### src/rtl/wrapper_ibex_pmp_fsm_pkg.sv
// pmp_wrap_pkg: TL-UL channel types, FSM states, CSR offsets and pmpcfg field
// definitions shared by the PMP wrapper. Rev 1.0
`default_nettype none

package pmp_wrap_pkg;

   typedef struct packed {
      logic        a_valid;
      logic [2:0]  a_opcode;
      logic [2:0]  a_param;
      logic [1:0]  a_size;
      logic [7:0]  a_source;
      logic [31:0] a_address;
      logic [3:0]  a_mask;
      logic [31:0] a_data;
      logic        d_ready;
   } tl_h2d_t;

   typedef struct packed {
      logic        d_valid;
      logic [2:0]  d_opcode;
      logic [2:0]  d_param;
      logic [1:0]  d_size;
      logic [7:0]  d_source;
      logic        d_sink;
      logic [31:0] d_data;
      logic        d_error;
      logic        a_ready;
   } tl_d2h_t;

   localparam logic [2:0] OP_PUT_FULL    = 3'd0;
   localparam logic [2:0] OP_PUT_PARTIAL = 3'd1;
   localparam logic [2:0] OP_GET         = 3'd4;
   localparam logic [2:0] OP_ACK         = 3'd0;
   localparam logic [2:0] OP_ACK_DATA    = 3'd1;

   localparam logic [2:0] ST_IDLE     = 3'd0;
   localparam logic [2:0] ST_CHECK    = 3'd1;
   localparam logic [2:0] ST_FWD      = 3'd2;
   localparam logic [2:0] ST_DENY_RSP = 3'd3;
   localparam logic [2:0] ST_HALT     = 3'd4;

   // CSR word indices (address bits [4:2])
   localparam logic [2:0] CSR_IDX_CFG       = 3'd0;
   localparam logic [2:0] CSR_IDX_ADDR0     = 3'd1;
   localparam logic [2:0] CSR_IDX_DENY_ADDR = 3'd5;
   localparam logic [2:0] CSR_IDX_DENY_OP   = 3'd6;

   localparam int CFG_R    = 0;
   localparam int CFG_W    = 1;
   localparam int CFG_A_LO = 3;
   localparam int CFG_L    = 7;

   localparam logic [1:0] A_OFF   = 2'd0;
   localparam logic [1:0] A_TOR   = 2'd1;
   localparam logic [1:0] A_NA4   = 2'd2;
   localparam logic [1:0] A_NAPOT = 2'd3;

   function automatic logic is_write_op(input logic [2:0] op);
      return (op == OP_PUT_FULL) || (op == OP_PUT_PARTIAL);
   endfunction

endpackage

`default_nettype wire

### src/rtl/wrapper_ibex_pmp_fsm_pmp_region_check.sv
// pmp_region_check: combinational PMP matcher, lowest matching region decides.
// NAPOT matching is built only when PMP_NAPOT_EN is defined. Rev 1.0
`default_nettype none

module pmp_region_check
   import pmp_wrap_pkg::*;
#(
   parameter int PMP_REGIONS = 4
) (
   input  logic [8*PMP_REGIONS-1:0]     cfg_i,
   input  logic [PMP_REGIONS-1:0][31:0] addrs_i,
   input  logic [31:0]                  addr_i,
   input  logic [2:0]                   opcode_i,
   output logic                         allow_o
);

   logic [PMP_REGIONS-1:0] match;
   logic [PMP_REGIONS-1:0] perm_ok;
   logic                   unused_cfg;

   assign unused_cfg = ^cfg_i;

   for (genvar i = 0; i < PMP_REGIONS; i++) begin : g_region
      logic [1:0]  mode;
      logic [31:0] lo;
      logic        hit_tor;
      logic        hit_na4;
      logic        hit_napot;

      assign mode = cfg_i[8*i+CFG_A_LO +: 2];

      if (i == 0) begin : g_first
         assign lo = '0;
      end else begin : g_rest
         assign lo = addrs_i[i-1];
      end

      assign hit_tor = (addr_i >= lo) && (addr_i < addrs_i[i]);
      // modular difference keeps the 4-byte window correct at the top of memory
      assign hit_na4 = (addr_i - addrs_i[i]) < 32'd4;

`ifdef PMP_NAPOT_EN
      logic [31:0] napot_mask;
      assign napot_mask = ((addrs_i[i] ^ (addrs_i[i] + 32'd1)) << 2) | 32'd3;
      assign hit_napot  = (addr_i & ~napot_mask) == (addrs_i[i] & ~napot_mask);
`else
      assign hit_napot = 1'b0;
`endif

      assign match[i] = ((mode == A_TOR)   && hit_tor) ||
                        ((mode == A_NA4)   && hit_na4) ||
                        ((mode == A_NAPOT) && hit_napot);

      assign perm_ok[i] = ((opcode_i == OP_GET) && cfg_i[8*i+CFG_R]) ||
                          (is_write_op(opcode_i) && cfg_i[8*i+CFG_W]);
   end

   always_comb begin
      allow_o = 1'b0;
      for (int i = PMP_REGIONS - 1; i >= 0; i--) begin
         if (match[i]) allow_o = perm_ok[i];
      end
   end

endmodule

`default_nettype wire

### src/rtl/wrapper_ibex_pmp_fsm.sv
// wrapper_ibex_pmp_fsm: TL-UL PMP filter between host and device with a CSR port.
// Optional NAPOT mode via PMP_NAPOT_EN (see pmp_region_check). Rev 1.0
`default_nettype none

module wrapper_ibex_pmp_fsm
   import pmp_wrap_pkg::*;
#(
   parameter logic [31:0] CSR_BASE    = 32'hFFFF_FF00,
   parameter int          PMP_REGIONS = 4
) (
   input  logic     clk,
   input  logic     rst,
   output logic     irq_q,
   input  tl_h2d_t  tl_h2pmp,
   output tl_d2h_t  tl_pmp2h,
   output tl_h2d_t  tl_pmp2d,
   input  tl_d2h_t  tl_d2pmp,
   input  tl_h2d_t  tl_cpu2csr,
   output tl_d2h_t  tl_csr2cpu
);

   logic [2:0]                   state_q, state_d;
   tl_h2d_t                      req_q;
   logic [8*PMP_REGIONS-1:0]     cfg_q;
   logic [PMP_REGIONS-1:0][31:0] pmpaddr_q;
   logic [31:0]                  deny_addr_q;
   logic [2:0]                   deny_op_q;

   logic        csr_valid_q, csr_err_q;
   logic [2:0]  csr_op_q;
   logic [1:0]  csr_size_q;
   logic [7:0]  csr_src_q;
   logic [31:0] csr_data_q;

   logic        allow;
   logic        csr_req, csr_hit, csr_get, csr_put, csr_we, go_idle;
   logic [2:0]  csr_idx;
   logic [3:0]  csr_wmask;
   logic [31:0] csr_rdata;
   logic        unused_bits;

   assign unused_bits = ^{tl_cpu2csr.a_param, tl_cpu2csr.a_address[1:0]};

   pmp_region_check #(.PMP_REGIONS(PMP_REGIONS)) u_check (
      .cfg_i    (cfg_q),
      .addrs_i  (pmpaddr_q),
      .addr_i   (req_q.a_address),
      .opcode_i (req_q.a_opcode),
      .allow_o  (allow)
   );

   assign csr_req   = tl_cpu2csr.a_valid && !csr_valid_q;
   assign csr_hit   = tl_cpu2csr.a_address[31:5] == CSR_BASE[31:5];
   assign csr_idx   = tl_cpu2csr.a_address[4:2];
   assign csr_get   = tl_cpu2csr.a_opcode == OP_GET;
   assign csr_put   = is_write_op(tl_cpu2csr.a_opcode);
   assign csr_we    = csr_req && csr_hit && csr_put;
   assign go_idle   = csr_we && (csr_idx == CSR_IDX_DENY_OP);
   assign csr_wmask = (tl_cpu2csr.a_opcode == OP_PUT_FULL) ? 4'hF : tl_cpu2csr.a_mask;

   always_comb begin
      csr_rdata = '0;
      case (csr_idx)
         CSR_IDX_CFG:       csr_rdata = cfg_q;
         3'd1:              csr_rdata = pmpaddr_q[0];
         3'd2:              csr_rdata = pmpaddr_q[1];
         3'd3:              csr_rdata = pmpaddr_q[2];
         3'd4:              csr_rdata = pmpaddr_q[3];
         CSR_IDX_DENY_ADDR: csr_rdata = deny_addr_q;
         CSR_IDX_DENY_OP:   csr_rdata = {29'd0, deny_op_q};
         default:           csr_rdata = '0;
      endcase
   end

   always_comb begin
      state_d = state_q;
      case (state_q)
         ST_IDLE:     if (tl_h2pmp.a_valid) state_d = ST_CHECK;
         ST_CHECK:    state_d = allow ? ST_FWD : ST_DENY_RSP;
         ST_FWD:      if (tl_d2pmp.a_ready) state_d = ST_IDLE;
         ST_DENY_RSP: if (tl_h2pmp.d_ready) state_d = ST_HALT;
         ST_HALT:     if (go_idle) state_d = ST_IDLE;
         default:     state_d = ST_IDLE;
      endcase
   end

   always_ff @(posedge clk or posedge rst) begin
      if (rst) begin
         state_q     <= ST_IDLE;
         req_q       <= '0;
         cfg_q       <= '0;
         pmpaddr_q   <= '0;
         deny_addr_q <= '0;
         deny_op_q   <= '0;
         irq_q       <= 1'b0;
         csr_valid_q <= 1'b0;
         csr_err_q   <= 1'b0;
         csr_op_q    <= '0;
         csr_size_q  <= '0;
         csr_src_q   <= '0;
         csr_data_q  <= '0;
      end else begin
         state_q <= state_d;
         irq_q   <= (state_d == ST_HALT);
         if (state_q == ST_IDLE && tl_h2pmp.a_valid) req_q <= tl_h2pmp;
         if (state_q == ST_CHECK && !allow) begin
            deny_addr_q <= req_q.a_address;
            deny_op_q   <= req_q.a_opcode;
         end

         // locked regions ignore both their cfg byte and their address word
         if (csr_we) begin
            for (int j = 0; j < PMP_REGIONS; j++) begin
               for (int b = 0; b < 4; b++) begin
                  if (csr_wmask[b] && !cfg_q[8*j+CFG_L]) begin
                     if (csr_idx == CSR_IDX_CFG && b == j)
                        cfg_q[8*j +: 8] <= tl_cpu2csr.a_data[8*b +: 8];
                     if (csr_idx == CSR_IDX_ADDR0 + 3'(j))
                        pmpaddr_q[j][8*b +: 8] <= tl_cpu2csr.a_data[8*b +: 8];
                  end
               end
            end
         end

         if (csr_req) begin
            csr_valid_q <= 1'b1;
            csr_err_q   <= !csr_hit || !(csr_get || csr_put);
            csr_op_q    <= csr_get ? OP_ACK_DATA : OP_ACK;
            csr_size_q  <= tl_cpu2csr.a_size;
            csr_src_q   <= tl_cpu2csr.a_source;
            csr_data_q  <= (csr_hit && csr_get) ? csr_rdata : 32'd0;
         end else if (csr_valid_q && tl_cpu2csr.d_ready) begin
            csr_valid_q <= 1'b0;
         end
      end
   end

   always_comb begin
      tl_pmp2d         = req_q;
      tl_pmp2d.a_valid = (state_q == ST_FWD);
      tl_pmp2d.d_ready = tl_h2pmp.d_ready && (state_q != ST_DENY_RSP);

      tl_pmp2h         = tl_d2pmp;
      tl_pmp2h.a_ready = (state_q == ST_IDLE);
      if (state_q == ST_DENY_RSP) begin
         tl_pmp2h.d_valid  = 1'b1;
         tl_pmp2h.d_opcode = (req_q.a_opcode == OP_GET) ? OP_ACK_DATA : OP_ACK;
         tl_pmp2h.d_param  = '0;
         tl_pmp2h.d_size   = req_q.a_size;
         tl_pmp2h.d_source = req_q.a_source;
         tl_pmp2h.d_sink   = 1'b0;
         tl_pmp2h.d_data   = '0;
         tl_pmp2h.d_error  = 1'b1;
      end

      tl_csr2cpu          = '0;
      tl_csr2cpu.d_valid  = csr_valid_q;
      tl_csr2cpu.d_opcode = csr_op_q;
      tl_csr2cpu.d_size   = csr_size_q;
      tl_csr2cpu.d_source = csr_src_q;
      tl_csr2cpu.d_data   = csr_data_q;
      tl_csr2cpu.d_error  = csr_err_q;
      tl_csr2cpu.a_ready  = !csr_valid_q;
   end

endmodule

`default_nettype wire

### config.mk
export PLATFORM = sky130hd
export DESIGN_NAME = wrapper_ibex_pmp_fsm
export DESIGN_NICKNAME = d
export VERILOG_FILES = /design/src/rtl/wrapper_ibex_pmp_fsm_pkg.sv /design/src/rtl/wrapper_ibex_pmp_fsm_pmp_region_check.sv /design/src/rtl/wrapper_ibex_pmp_fsm.sv
export SDC_FILE = /design/constraint.sdc
export NUM_CORES = 1
export LEC_CHECK = 0
export ABC_CLOCK_PERIOD_IN_PS = 9800
export BUFFER_PORTS_ARGS = -buffer_cell sky130_fd_sc_hd__buf_2
export CORE_AREA = 2 2 263 265
export CTS_CLUSTER_DIAMETER = 200
export DETAILED_ROUTE_END_ITERATION = 8
export DIE_AREA = 0 0 265 267
export HOLD_SLACK_MARGIN = 0.08
export PLACE_DENSITY_LB_ADDON = 0.25
export SLEW_MARGIN = 10
export SYNTH_ARGS = -nofsm -noshare
export SYNTH_HDL_FRONTEND = slang
export SYNTH_SLANG_ARGS = --single-unit
export TNS_END_PERCENT = 10
### constraint.sdc
create_clock -name clk -period 9.8 [get_ports clk]
set_input_delay 1.47 -clock clk [delete_from_list [all_inputs] [get_ports clk]]
set_output_delay 1.47 -clock clk [all_outputs]
set_load 0.1 [all_outputs]
==> run metrics, run 1 <==
gr usage total between 20% and 30%; Final Non-Filler Cells approximately 4000; global-route wire length before repair around 150000 um; Worst path most repeated cell o21ai_0; drt total wl 104000 um; met1 GRT Util around 37%; dpl cells between 3000 and 4000; CP Class flop to flop; Via density 5.89; hold_buf cts 0; clock slew at reported path FFs about 0.060 ns; Via Count between 20000 and 25000; worst r2r dst deny_addr_q[25]; register share of total power 25.4%; R2R depth 14; Max FO, Critical Path 19; final setup vio count 0; Async SR Flop Fraction between 90% and 100%; initial antenna violation count 10; delay-heaviest family, CP compound AO/OA/AOI/OAI gates; status finished, final reports clean; Worst Tran Pin Value approximately 1.2 ns; initial core utilization between 30% and 40%; M2 GR Usage 47.1%; gp weighted congestion 0.991; Routed WL per cell 25.8 um; Top Usage Layer GRT met2; MaxCap Viol Count 0; largest net degree at the start of global routing 155; fin util 40.7%; Synth top area share a little over a third; Final ANT Viol Nets 0; P_int 3.67 mW; TritonCTS clock tree done; Clock Power Share a little under a fifth; Post-Synthesis Cells around 2800; Fin Setup TNS 0 ns; RSZ-0062 raised after global routing false; num rows 96; CTS Sinks approximately 330; minimum clock period between 6 and 7 ns; Critical Path AT 6.46 ns; vias in the first global route 22555; synth top area cells dfrtp_1, mux2_2, ha_1; hold_sp csr_data_q[0]; ys flop type dfrtp_1; Cell Area, Synth 23500 um^2; I/O pin total 417; fmax about 0.17 GHz; routing usage on met3 roughly 5.4%; worst path cell trace ha_1 > a21oi_1 > o21ai_0 > nor2_1 > nand3_1 > a21boi_0 > o21ai_0 > a221oi_1 > nand4b_1 > o31a_1 > and3b_1 > nor2_2 > buf_4 > o211ai_1; Mean Syn Cell Area approximately 8.5 um^2; hold path depth 2; Num CTS Buffers 40; critical path depth in cells 14; postcts setup bufs 0; worst hold path class flop to flop; H-tree levels 2; I/O Buffers 405; # nets final around 3500; CP required a little over 10 ns; worst-skew pair later-pin latency 0.58 ns; Layout area overhead 17.6%; library cells used by synthesis 80; Final Slew Violations 0; Final Hold Vio Count 0; number of fill cells ~7000; cts repair resizes 0; Endpoint, Worst Hold csr_data_q[0]; Worst path max stage delay about 0.88 ns; worst r2r src tl_pmp2d[48]; die footprint between 70000 and 80000 um^2; sum of buffers and inverters on the critical path 1; leakage power total 12.9 nW; area of the core 68000 um^2; PwrDens between 300 and 400 nW/um^2; Reg2Reg Setup Slack approximately 3.8 ns; register bit total from synthesis between 300 and 400; final worst path period share between 60% and 70%; Post-synth EDFFs 0; top-count cell post-synth nand2_1; register area share after synthesis 34.9%; switch share a little under three fifths; die height 267 um; share of cells above drive strength 1 about 22%; VDD IR-drop max 0.000319 V; Die Span X 265 um; Slew HR between 15 and 20%; Slowest-stage cell, CP nor2_2; gr ovfl total 0; P_sw between 4 and 5 mW; dominant cell type by area after synthesis dfrtp_1; synth cell count leaders nand2_1, dfrtp_1, o21ai_0; # DRC 0; critical path endpoint category flop; drt pass-1 iters 7; Root Buffer clkbuf_16; 1st-iter DRT viols between 2000 and 2500; Fin Clk Skew approximately 0.033 ns; crit path launch type flop; clk buf depth 3; number of warnings issued by yosys 0; combinational share of power between 50% and 60%; Final HPWL DP 79000 um
[how the worst max path moves through the flow]
stage | startpoint | to | slack, ns
floorplan | rst | cfg_q[0] | 3.95
global placement | tl_pmp2d[52] | deny_addr_q[17] | 4.11
detailed placement | tl_pmp2d[52] | deny_addr_q[25] | 4.11
CTS | tl_pmp2d[48] | deny_addr_q[25] | 4.04
global route | tl_pmp2d[52] | deny_addr_q[24] | 3.59
finish | tl_pmp2d[48] | deny_addr_q[25] | 3.76
[layout make-up]
| cell class | instances | area [um^2] | share of cell area [%] |
|---|---|---|---|
| inverter | 161 | 608 | 2.20 |
| antenna | 6 | 15.0 | 0.0543 |
| clock buffer | 52 | 1110 | 4.00 |
| multi-input combinational | 2121 | 14000 | 50.8 |
| tap | 882 | 1100 | 3.99 |
| sequential | 328 | 8210 | 29.7 |
| timing repair buffer | 449 | 2370 | 8.57 |
| clock inverter | 21 | 213 | 0.769 |
[stage by stage]
| stage | power (mW) | hold WS, ns | setup WS [ns] | area [um^2] |
|---|---|---|---|---|
| floorplan | 5.60 | 0.471 | 3.95 | 23500 |
| finish | 8.38 | 0.477 | 3.76 | 27700 |
| global route | 8.74 | 0.514 | 3.59 | 27700 |
| global placement | 6.83 | 0.459 | 4.11 | 26300 |
| CTS | 8.37 | 0.481 | 4.04 | 27600 |
| detailed placement | 6.83 | 0.468 | 4.11 | 26300 |
[per-layer routing]
layer,vias up,part of all wire [%]
met4,6,3.5
li1,10843,-
met3,162,8.6
met1,11563,41
met5,-,0.033
met2,1089,47
[cells in the final DEF, fill, tap and decap left out, types with 10 or more instances in the layout]
| master | count |
|---|---|
| nor2_1 | 103 |
| nand3_1 | 92 |
| nor4_1 | 21 |
| nor3_1 | 77 |
| a21oi_1 | 151 |
| a21o_1 | 90 |
| mux2i_1 | 12 |
| xor2_1 | 21 |
| a31oi_1 | 26 |
| a221oi_1 | 17 |
| and3_1 | 14 |
| o21a_1 | 24 |
| nand4_1 | 60 |
| and2_1 | 48 |
| o211ai_1 | 58 |
| nand2_1 | 373 |
| nand2b_1 | 20 |
| inv_1 | 160 |
| buf_2 | 405 |
| clkbuf_16 | 40 |
| nor2b_1 | 12 |
| a211oi_1 | 18 |
| o21ai_0 | 229 |
| clkinv_2 | 11 |
| a22oi_1 | 72 |
| xnor2_1 | 33 |
| o221ai_1 | 10 |
| a21boi_0 | 10 |
| or3_1 | 13 |
| mux2_2 | 144 |
| buf_4 | 43 |
| o21bai_1 | 11 |
| nand3b_1 | 11 |
| a22o_1 | 36 |
| ha_1 | 127 |
| a32oi_1 | 36 |
| dfrtp_1 | 328 |
[tightest hold or removal path: stages (launching register included)]
cell	delay (ns)
dfrtp_1	0.33
nand2_1	0.05
nand2_1	0.06
[state kept, by name (all words and copies together), names as in the netlist]
name and flops:
state_q 3, csr_src_q 8, deny_op_q 3, csr_valid_q 1
csr_data_q 32, pmpaddr_q 128, cfg_q 32, csr_size_q 2
csr_op_q 1, irq_q 1, deny_addr_q 32, tl_pmp2d 84
csr_err_q 1
[logic make-up (layout without fill, tap and decap cells)]
logic type	after synthesis	count (layout)	synth area share [%]
adder cells (fa/ha/maj)	127	127	6.76
flip-flops	328	328	34.9
AO/OA/AOI/OAI	879	879	24.9
multiplexers	156	156	7.41
AND/OR/NAND/NOR	899	899	18.3
buffers and inverters	338	683	5.77
XOR/XNOR	54	54	2.01
other	1	12	0.0159
[power by group through the flow]
stage	clock [mW]	sequential, mW	combinational, mW
global placement	0	2.14	4.69
CTS	1.54	2.12	4.70
floorplan	0	3.27	2.33
detailed placement	0	2.14	4.69
global route	1.59	2.15	4.99
finish	1.52	2.13	4.73
Note: power is estimated with default switching activity, not from simulation.
==> run 2: changes to the inputs <==
ABC_CLOCK_PERIOD_IN_PS = 5990   (was 9800)
clock period = 5.99 ns   (was 9.8 ns; I/O delays follow)
==> run 2 against run 1 <==
  * Sequential share of layout area is 0.20 points lower
  * Critical endpoint is now deny_addr_q[29]
  * Routed wire length up 1.1%
  * First-iteration DRC count is 17% higher
  * Largest cell class unchanged
  * Critical path type unchanged
  * Largest power group unchanged
==> run metrics, run 2 (synthesis gave the netlist of run 1 again) <==
R2R depth 14 (unchanged); Reg2Reg Setup Slack 0.98 ns (was 3.76 ns); register area 8210 um^2 (unchanged); RSZ-0062 raised after global routing false (unchanged); final setup vio count 0 (unchanged); drt pass-1 iters 5 (was 7); critical path endpoint category flop (unchanged); Worst Tran Pin Value 1.18 ns (was 1.23 ns); largest net degree at the start of global routing 158 (was 155); most common cell after layout, fill and taps aside buf_2 (unchanged); Layout area overhead 18.4% (was 17.6%); Die Span X 265 um (unchanged); gr ovfl total 0 (unchanged); Routed WL per cell 25.9 um (was 25.8 um); clk buf depth 3 (unchanged); status finished, final reports clean (unchanged); CTS Sinks 328 (unchanged); global-route wire length before repair 153000 um (was 151000 um); CP Class flop to flop (unchanged); # DRC 0 (unchanged); MaxCap Viol Count 0 (unchanged); worst-skew pair later-pin latency 0.57 ns (was 0.58 ns); share of cells above drive strength 1 22.6% (was 22.3%); worst hold path class input pin to asynchronous set/reset pin (was flop to flop); H-tree levels 2 (unchanged); initial core utilization 34.6% (unchanged); Via density 5.92 (was 5.89); hold_buf cts 0 (unchanged); final worst path period share 83.6% (was 61.6%); Most flops, register pmpaddr_q (unchanged); leakage power total 13.0 nW (was 12.9 nW); VDD IR-drop max 0.000561 V (was 0.000319 V); clock slew at reported path FFs 0.06 ns (about the same); num rows 96 (unchanged); Max FO, Critical Path 34 (was 19); initial antenna violation count 7 (was 10); Slew HR 20.5% (was 17.7%); CP required 6.46 ns (was 10.22 ns); die height 267 um (unchanged); PwrDens 500 nW/um^2 (was 303 nW/um^2); cts repair resizes 0 (unchanged); worst r2r dst deny_addr_q[29] (was deny_addr_q[25]); Cell Area, Placed 26500 um^2 (was 26300 um^2); post-route cell area 27900 um^2 (was 27700 um^2); gp weighted congestion 0.951 (was 0.991); crit path launch type flop (unchanged); vias in the first global route 22646 (was 22555); area of the core 68000 um^2 (unchanged); Critical Path AT 5.48 ns (was 6.46 ns); Hold WS 0.299 ns (was 0.477 ns); 1st-iter DRT viols 2826 (was 2424); Final Hold Vio Count 0 (unchanged); Final ANT Viol Nets 0 (unchanged); area of the multi-input gates 14000 um^2 (about the same); Root Buffer clkbuf_16 (unchanged); most frequent cells in the layout buf_2, nand2_1, dfrtp_1 (unchanged); Design Power 13.9 mW (was 8.38 mW); # nets final 3473 (was 3454); Fin Setup TNS 0 ns (unchanged); gr usage total 28.9% (was 28.5%); postcts setup bufs 0 (unchanged); fmax 0.200 GHz (was 0.166 GHz); minimum clock period 5.01 ns (was 6.04 ns); TritonCTS clock tree done (unchanged); worst r2r src tl_pmp2d[58] (was tl_pmp2d[48]); Final Slew Violations 0 (unchanged); Fin Clk Skew 0.0194 ns (was 0.0328 ns); I/O pin total 417 (unchanged); Via Count 23917 (was 23663); drt total wl 105000 um (was 104000 um); Num CTS Buffers 41 (was 40); die footprint 70800 um^2 (unchanged); I/O Buffers 405 (unchanged); max reg flops 128 (unchanged); Final HPWL DP 81100 um (was 79000 um); number of fill cells 6941 (was 7011)
-- run 2: power by group --
part | switching, mW | total (mW) | internal (mW)
combinational | 6.01 | 8.00 | 1.99
clock | 1.03 | 2.56 | 1.53
sequential | 0.721 | 3.37 | 2.65
-- run 2: worst max-delay path, cell delays in order, from the launching register on --
cell and delay, ns:
dfrtp_1 0.91, ha_1 0.47, a211o_1 0.36, o21bai_1 0.17, a21oi_1 0.18, nor2_1 0.12, a221oi_1 0.34, nand4_1 0.18
nor4_1 0.40, nand4_1 0.16, o31a_1 0.39, o31ai_1 0.60, nor2_2 0.04, buf_4 0.30, o211ai_1 0.25
-- run 2: metrics by stage --
step	utilization [%]	setup WS, ns	instances
after CTS	40.9	1.07	4031
after floorplan	-	0.713	2787
final	41.0	0.980	4037
after detailed placement	39.0	1.07	3959
after global placement	39.0	1.13	3959
after global routing	41.0	0.721	4034
-- run 2: area by class of cell --
cell class              instances  share of cell area (%)
multi-input cells            2121                    50.4
clock inverters                19                   0.876
diodes                          6                  0.0539
flip-flops and latches        328                    29.5
repair buffers                467                    9.08
clock buffers                  53                    3.99
well taps                     882                    3.96
inverters                     161                    2.18
-- run 2: worst max-delay path by stage --
stage | startpoint | endpoint | slack (ns) | cells after the start
4_1_cts | tl_pmp2d[54] | deny_addr_q[23] | 1.07 | 14
3_5_place_dp | tl_pmp2d[54] | deny_addr_q[29] | 1.07 | 14
3_3_place_gp | tl_pmp2d[54] | deny_addr_q[5] | 1.13 | 14
5_1_grt | tl_pmp2d[54] | deny_addr_q[29] | 0.72 | 14
6_report | tl_pmp2d[58] | deny_addr_q[29] | 0.98 | 14
2_1_floorplan | rst | cfg_q[0] | 0.71 | 1
-- run 2: routing by layer --
| metal | track usage (%) | vias up | part of all wire [%] |
|---|---|---|---|
| met4 | 11.3 | 4 | 4.1 |
| met1 | 38.1 | 11634 | 41 |
| met2 | 46.9 | 1197 | 46 |
| met3 | 5.21 | 213 | 8.4 |
| li1 | - | 10869 | - |
| met5 | 0 | - | 0.022 |
